$ cat config.mk
export PLATFORM = sky130hd
export DESIGN_NAME = new_means_seq_div_unit
export DESIGN_NICKNAME = d
export VERILOG_FILES = /design/src/rtl/new_means_seq_div_unit.sv
export SDC_FILE = /design/constraint.sdc
export NUM_CORES = 2
export LEC_CHECK = 0
export CAP_MARGIN = 20
export CORE_AREA = 3 3 550 552
export CTS_BUF_LIST = sky130_fd_sc_hd__clkbuf_4 sky130_fd_sc_hd__clkbuf_8
export CTS_CLUSTER_DIAMETER = 30
export DETAILED_ROUTE_END_ITERATION = 10
export DIE_AREA = 0 0 553 555
export GPL_TIMING_DRIVEN = 0
export PLACE_DENSITY = 0.46
export SLEW_MARGIN = 20
export SYNTH_ARGS = -nofsm -noshare
export SYNTH_HDL_FRONTEND = slang
export SYNTH_SLANG_ARGS = --single-unit
$ cat constraint.sdc
create_clock -name clk -period 56.5 [get_ports clk]
set_input_delay 14.125 -clock clk [delete_from_list [all_inputs] [get_ports clk]]
set_output_delay 14.125 -clock clk [all_outputs]
set_load 0.03 [all_outputs]
$ cat src/rtl/new_means_seq_div_unit.sv
// new_means_seq_div_unit: snapshots the per-centroid accumulators and member
// counts, computes each new centroid as a fixed-point mean
// (accum * 2^FRAC_W / cnt) with one shared bit-serial restoring divider, and
// streams the centroids out in index order.
//
// Output handshake: a result is offered while out_valid is high; out_cent_idx,
// new_centroid, divide_by_0 and saturated are held stable until a cycle with
// out_valid && out_ready, and the transfer happens on that clock edge.
// out_ready is only sampled by the state register, so no output depends
// combinationally on it.
module new_means_seq_div_unit #(
   parameter  int CENT_NUM = 8,
   parameter  int DIM      = 7,
   parameter  int ACC_W    = 22,
   parameter  int CNT_W    = 10,
   parameter  int CORD_W   = 13,
   parameter  int FRAC_W   = 0,
   localparam int QW       = ACC_W + FRAC_W,
   localparam int IDX_W    = $clog2(CENT_NUM)
) (
   input  logic                          clk,
   input  logic                          rst,
   input  logic                          start,
   output logic                          busy,
   input  logic [CENT_NUM*DIM*ACC_W-1:0] accum_flat,
   input  logic [CENT_NUM*CNT_W-1:0]     cnt_flat,
   output logic                          out_valid,
   input  logic                          out_ready,
   output logic [IDX_W-1:0]              out_cent_idx,
   output logic [DIM*CORD_W-1:0]         new_centroid,
   output logic                          divide_by_0,
   output logic                          saturated,
   output logic                          done
);

   localparam int D_W = (DIM > 1) ? $clog2(DIM) : 1;
   localparam int B_W = (QW > 1) ? $clog2(QW) : 1;

   typedef enum logic [2:0] {S_IDLE, S_CENT, S_DIV, S_OUT, S_FIN} state_t;

   state_t                        state_q, state_d;
   logic [CENT_NUM*DIM*ACC_W-1:0] snap_acc_q, snap_acc_d;
   logic [CENT_NUM*CNT_W-1:0]     snap_cnt_q, snap_cnt_d;
   logic [IDX_W-1:0]              c_q, c_d;
   logic [D_W-1:0]                d_q, d_d;
   logic [B_W-1:0]                bit_q, bit_d;
   logic [QW-1:0]                 quo_q, quo_d;
   logic [CNT_W-1:0]              rem_q, rem_d;
   logic [DIM*CORD_W-1:0]         res_q, res_d;
   logic                          dz_q, dz_d;
   logic                          sat_q, sat_d;

   logic [CNT_W-1:0]              cnt_sel;
   logic [D_W-1:0]                load_d;
   logic [ACC_W-1:0]              acc_sel;
   logic [QW-1:0]                 dividend;
   logic [CNT_W:0]                rem_sh;
   logic [CNT_W:0]                sub;
   logic                          ge;
   logic [CNT_W-1:0]              rem_nx;
   logic [QW-1:0]                 quo_nx;
   logic [QW+CORD_W-1:0]          q_ext;
   logic                          q_sat;
   logic [CORD_W-1:0]             coord;

   // Divider datapath: operand selection from the snapshot and one restoring step.
   always_comb begin
      cnt_sel  = snap_cnt_q[int'(c_q)*CNT_W +: CNT_W];
      // In DIV the next coordinate is loaded on the same edge as the last bit.
      load_d   = (state_q == S_DIV) ? d_q + 1'b1 : '0;
      acc_sel  = snap_acc_q[(int'(c_q)*DIM + int'(load_d))*ACC_W +: ACC_W];
      dividend = QW'(acc_sel) << FRAC_W;
      rem_sh   = {rem_q, quo_q[QW-1]};
      // A set top bit means rem_sh already exceeds any CNT_W-bit divisor.
      sub      = {1'b0, rem_sh[CNT_W-1:0]} - {1'b0, cnt_sel};
      ge       = rem_sh[CNT_W] | ~sub[CNT_W];
      rem_nx   = ge ? sub[CNT_W-1:0] : rem_sh[CNT_W-1:0];
      quo_nx   = {quo_q[QW-2:0], ge};
      q_ext    = {{CORD_W{1'b0}}, quo_nx};
      q_sat    = |q_ext[QW+CORD_W-1:CORD_W];
      coord    = q_sat ? '1 : q_ext[CORD_W-1:0];
   end

   // Next-state and register update logic for the pass sequencer.
   always_comb begin
      state_d    = state_q;
      snap_acc_d = snap_acc_q;
      snap_cnt_d = snap_cnt_q;
      c_d        = c_q;
      d_d        = d_q;
      bit_d      = bit_q;
      quo_d      = quo_q;
      rem_d      = rem_q;
      res_d      = res_q;
      dz_d       = dz_q;
      sat_d      = sat_q;
      case (state_q)
         S_IDLE: begin
            if (start) begin
               snap_acc_d = accum_flat;
               snap_cnt_d = cnt_flat;
               c_d        = '0;
               state_d    = S_CENT;
            end
         end
         S_CENT: begin
            dz_d  = 1'b0;
            sat_d = 1'b0;
            if (cnt_sel == '0) begin
               res_d   = '0;
               dz_d    = 1'b1;
               state_d = S_OUT;
            end else begin
               d_d     = '0;
               bit_d   = '0;
               quo_d   = dividend;
               rem_d   = '0;
               state_d = S_DIV;
            end
         end
         S_DIV: begin
            bit_d = bit_q + 1'b1;
            quo_d = quo_nx;
            rem_d = rem_nx;
            if (bit_q == B_W'(QW-1)) begin
               res_d[int'(d_q)*CORD_W +: CORD_W] = coord;
               if (q_sat) begin
                  sat_d = 1'b1;
               end
               if (d_q == D_W'(DIM-1)) begin
                  state_d = S_OUT;
               end else begin
                  d_d   = d_q + 1'b1;
                  bit_d = '0;
                  quo_d = dividend;
                  rem_d = '0;
               end
            end
         end
         S_OUT: begin
            if (out_ready) begin
               if (c_q == IDX_W'(CENT_NUM-1)) begin
                  state_d = S_FIN;
               end else begin
                  c_d     = c_q + 1'b1;
                  state_d = S_CENT;
               end
            end
         end
         S_FIN: begin
            state_d = S_IDLE;
         end
         default: begin
            state_d = S_IDLE;
         end
      endcase
   end

   // State and datapath registers; reset abandons any pass in progress.
   always_ff @(posedge clk or posedge rst) begin
      if (rst) begin
         state_q    <= S_IDLE;
         snap_acc_q <= '0;
         snap_cnt_q <= '0;
         c_q        <= '0;
         d_q        <= '0;
         bit_q      <= '0;
         quo_q      <= '0;
         rem_q      <= '0;
         res_q      <= '0;
         dz_q       <= 1'b0;
         sat_q      <= 1'b0;
      end else begin
         state_q    <= state_d;
         snap_acc_q <= snap_acc_d;
         snap_cnt_q <= snap_cnt_d;
         c_q        <= c_d;
         d_q        <= d_d;
         bit_q      <= bit_d;
         quo_q      <= quo_d;
         rem_q      <= rem_d;
         res_q      <= res_d;
         dz_q       <= dz_d;
         sat_q      <= sat_d;
      end
   end

   assign busy         = (state_q != S_IDLE);
   assign out_valid    = (state_q == S_OUT);
   assign done         = (state_q == S_FIN);
   assign out_cent_idx = c_q;
   assign new_centroid = res_q;
   assign divide_by_0  = dz_q;
   assign saturated    = sat_q;

endmodule

* After elaboration in Yosys (flattened, before gate mapping)
Cells that the tools add are included.
Word-level totals: flip-flop bits (word level) 1451, bits of input ports 1316
Operators by class: add/sub/neg operators 6, multipliers 4, equality and inequality tests 16, shifts and indexed selects 4, multiplexer cells 38, bitwise logic cells 2, reduce and logical (&&, ||, !) cells 13
Operators with widths (count):
- $shiftx A1232 B13 Y22 | 1
- $mux W91 | 2
- $pmux W91 S2 | 1
- $bwmux W91 | 1
- $shift A13 B33 Y91 const A | 1
- $shiftx A13 B33 Y91 | 1
- $shiftx A80 B8 Y10 | 1
- $mux W22 | 3
- $pmux W22 S2 | 1
- $mux W10 | 4
- $mux W3 | 12
- $neg A7 Y33 | 1
- $pmux W10 S2 | 1
- $mux W5 | 3
- $mux W13 | 1
- $mul A3 B3 Y6 const B | 2
- $ne A2 B2 Y1 const B | 6
- $pmux W3 S2 | 2
- $pmux W3 S4 | 1
- $reduce_and A4 Y1 | 3
- $mul A7 B4 Y11 const B | 1
- $sub A10 B10 Y11 | 1
- $logic_not A10 Y1 | 1
- $pmux W5 S2 | 1
- other kinds (19) | 31

* Depth between registers and ports, before layout
depth in word-level cells 10, mapped depth 18

* Worst setup path after synthesis
OpenSTA, ideal clock, no wires.
path kind register -> output, from register state_q[2], to output port done, arrival time 1390 ps, required time 42375 ps, slack 40985 ps, cell stages (with the launch flop) 3, path buffers 1, path through dfrtp_1 clkbuf_1 nor3b_1
On the way: longest elaborated chain between the ends 1
RTL lines:
- start, declared | RTL line 41 | state_t state_q, state_d;
- start signal, assigned | RTL line 174 | state_q <= state_d;
- $eq A3 B3 Y1 | RTL line 190 | assign done = (state_q == S_FIN);
- end, declared | RTL line 33 | output logic done
Every way passes these cells.

* Worst setup path in the final report
from register state_q[1], to output port out_valid
On the way: longest elaborated chain between the ends 1
RTL lines:
- $eq A3 B2 Y1 | RTL line 189 | assign out_valid = (state_q == S_OUT);
- end, declared | RTL line 27 | output logic out_valid,
Every way passes these cells.

==> results by group <==
Status
  • Outcome: finished clean

Layout
  • Final std cells w/o fill: 13,300
  • Filler Cell Count: 31,000
  • Share of cells above drive strength 1: 0.137
  • Final core occ: 0.323
  • Final Cell Area: 96,000 um2
  • Area delta synth->final: 45.2%
  • NumNets Final: 10,200

Global routing
  • Gr ovfl total: 0
  • Vias in the first global route: 64,900
  • Initial antenna violation count: 205
  • Gr usage total: 0.280
  • First-pass GRT wire length: 581 mm
  • Largest net degree at the start of global routing: 103

Synthesis
  • Synthesized flop and latch total: 1,451
  • Synth top area share: 0.549
  • Top cells by count, synth: 4,089 x nand2_1, 1,451 x dfrtp_1, 362 x clkbuf_1
  • Netlist Area Pre-Place: 66,100 um2
  • Mean Syn Cell Area: 9.39 um2
  • Sequential share of the synthesized area: 0.549
  • Ys Warns: 0
  • Mapped Nets: 8,389
  • Top-count cell post-synth: nand2_1
  • Yosys top cell by area: dfrtp_1
  • Mapped Cells: 7,041
  • Async SR Flop Fraction: 1.00
  • EDFF count, synth: 0
  • Post-synth top flop: dfrtp_1
  • Netlist cell types: 67
  • Synth area leaders: dfrtp_1 55%, nand2_1 23%, mux4_2 12%, clkbuf_1 2.1%, mux2i_1 1.2%

Timing
  • Final setup viols: 0
  • Fin crit period: 17.13 ns
  • Final worst setup slack: 39.37 ns
  • Max-slew violations: 0
  • F_max: 58.4 MHz
  • Worst slew margin: 0.133
  • Setup repair after global routing missed its margin: no
  • Worst slew pin tran: 1.30 ns
  • Crit share post-route: 0.303
  • Final Skew: 0.0794 ns
  • Worst hold slack: 0.468 ns
  • Hold Fails Final Rpt: 0
  • TNS Setup: 0 ns

Critical path
  • Crit path max fanout: 10
  • CP endpoint kind: primary output
  • Startpoint Class: flop
  • Reg2reg end: quo_q[15]
  • R2r worst-path depth: 14
  • WP data required: 42.38 ns
  • FF-to-FF Start: out_cent_idx[0]
  • Setup CP Type: reg2out
  • Worst reg-to-reg setup slack: 48.97 ns
  • Worst Path Arrival: 3.00 ns

Worst hold path
  • Hold Path Stages: 2
  • Hold Startpoint: snap_acc_q[44]
  • Hold Crit Class: reg2reg
  • Hold endpoint: snap_acc_q[44]

Power and ir drop
  • Overall power: 7.12 mW
  • P_leak: 45.8 nW
  • Peak supply drop: 58.0 uV
  • Power Dens Cells: 74.2 nW/um2

CTS
  • Sink Count: 1,451
  • CTS Buf Count: 409
  • Post_cts resized: 0
  • CTS root buffer: clkbuf_8
  • Skew-Pair Late Insertion Delay: 1.06 ns
  • CTS tree: built
  • Cts hold-fix bufs: 0
  • Post-CTS Setup Inserts: 0
  • Clock tree buffer depth: 4
  • Reg clk slew, reported paths: 0.05 ns
  • CTS HTree Levels: 5

Route
  • WL per Instance: 33.3 um
  • Via/cell ratio: 4.71
  • Final wirelength: 441 mm
  • Vias: 62,500
  • Drt pass-1 iters: 5
  • Antenna-violating nets left: 0
  • DRC errors left: 0
  • DRT iter0 DRCs: 5,624

Run
  • Maxcap violations: 0

Floorplan
  • DIE HEIGHT: 555 um
  • Die Wd: 553 um
  • Core Box Area: 297,000 um2
  • Initial core utilization: 0.222
  • Row count: 200
  • Full die area: 307,000 um2
  • Ports: 1,415

Place
  • Placed Cells: 12,400
  • Place WS: 38.51 ns
  • Post-DP HPWL: 362 mm
  • IO Port Bufs: 1,414
  • Placed inst area: 86,000 um2
  • GPL Wtd Cong: 0.984
## layout make-up
| class | count | area [um2] | share of cell area |
|---|---|---|---|
| Multi-Input combinational cell | 5112 | 27900 | 0.291 |
| Sequential cell | 1451 | 36300 | 0.378 |
| Clock inverter | 217 | 2730 | 0.0285 |
| Clock buffer | 538 | 7070 | 0.0736 |
| Tap cell | 3939 | 4930 | 0.0513 |
| Inverter | 25 | 101 | 0.00106 |
| Antenna cell | 75 | 188 | 0.00196 |
| Timing Repair Buffer | 1449 | 14900 | 0.155 |
| Buffer | 453 | 1870 | 0.0195 |
## metal layers
layer | wire, um | share of wire | GRT usage | vias to the layer above
li1 | - | - | - | 26900
met1 | 181000 | 0.41 | 0.351 | 31500
met2 | 205000 | 0.47 | 0.454 | 3175
met3 | 31300 | 0.071 | 0.0622 | 850
met4 | 23400 | 0.053 | 0.136 | 78
met5 | 517 | 0.0012 | 0 | -
## worst max path at each step
stage | from | endpoint | slack, ns | depth (start not counted)
after global placement | rst | snap_acc_q[431] | -18.31 | 2
after CTS | state_q[1] | out_valid | 39.15 | 5
final | state_q[1] | out_valid | 39.37 | 5
after global routing | state_q[1] | out_valid | 39.12 | 5
after floorplan | rst | bit_q[0] | 1.45 | 1
after detailed placement | rst | snap_acc_q[379] | 38.51 | 8
## cells in the final DEF (no fill, tap or decap), drive strengths merged, types with 45 or more instances in the layout
cell type      synthesis  layout
clkdlybuf4s50          0    1414
clkinv                 1     122
o21ai                 82      82
diode                  0      75
clkbuf               362     900
nor3                  80      80
buf                   91     126
a22o                  53      53
inv                   24      45
mux2i                 81      81
mux4                 340     340
nand2               4089    4089
dfrtp               1451    1451
bufinv                 0      56
## worst max-delay path, stage by stage (launching register included)
cell and delay [ns]:
dfrtp_1 0.36, clkbuf_1 0.30, nand2_1 0.08, or2_2 0.32
inv_1 0.15, clkdlybuf4s50_1 0.81
## sequential cells by signal (all words and copies together), names as in the netlist
register      flops
bit_q             5
state_q           3
snap_acc_q     1232
divide_by_0       1
saturated         1
d_q               3
new_centroid     91
rem_q            10
snap_cnt_q       80
out_cent_idx      3
quo_q            22
## power by group
| group | internal (mW) | switching [mW] |
|---|---|---|
| clock network | 1.08 | 0.619 |
| logic | 1.17 | 2.46 |
| registers | 1.48 | 0.318 |
| total | 3.73 | 3.39 |
## cells by family (layout without fill, tap and decap cells)
family	count (synthesis)	in the layout	share of synthesized area
and+or+nand+nor	4342	4342	0.253
AOI/OAI and AO/OA	302	302	0.0318
buffers and inverters	478	2682	0.0293
other	0	75	0
muxes	423	423	0.128
DFF	1451	1451	0.549
adders and majority gates	32	32	0.00662
xor gates and xnor gates	13	13	0.00172
No activity file was read; power rests on OpenSTA's default activity.
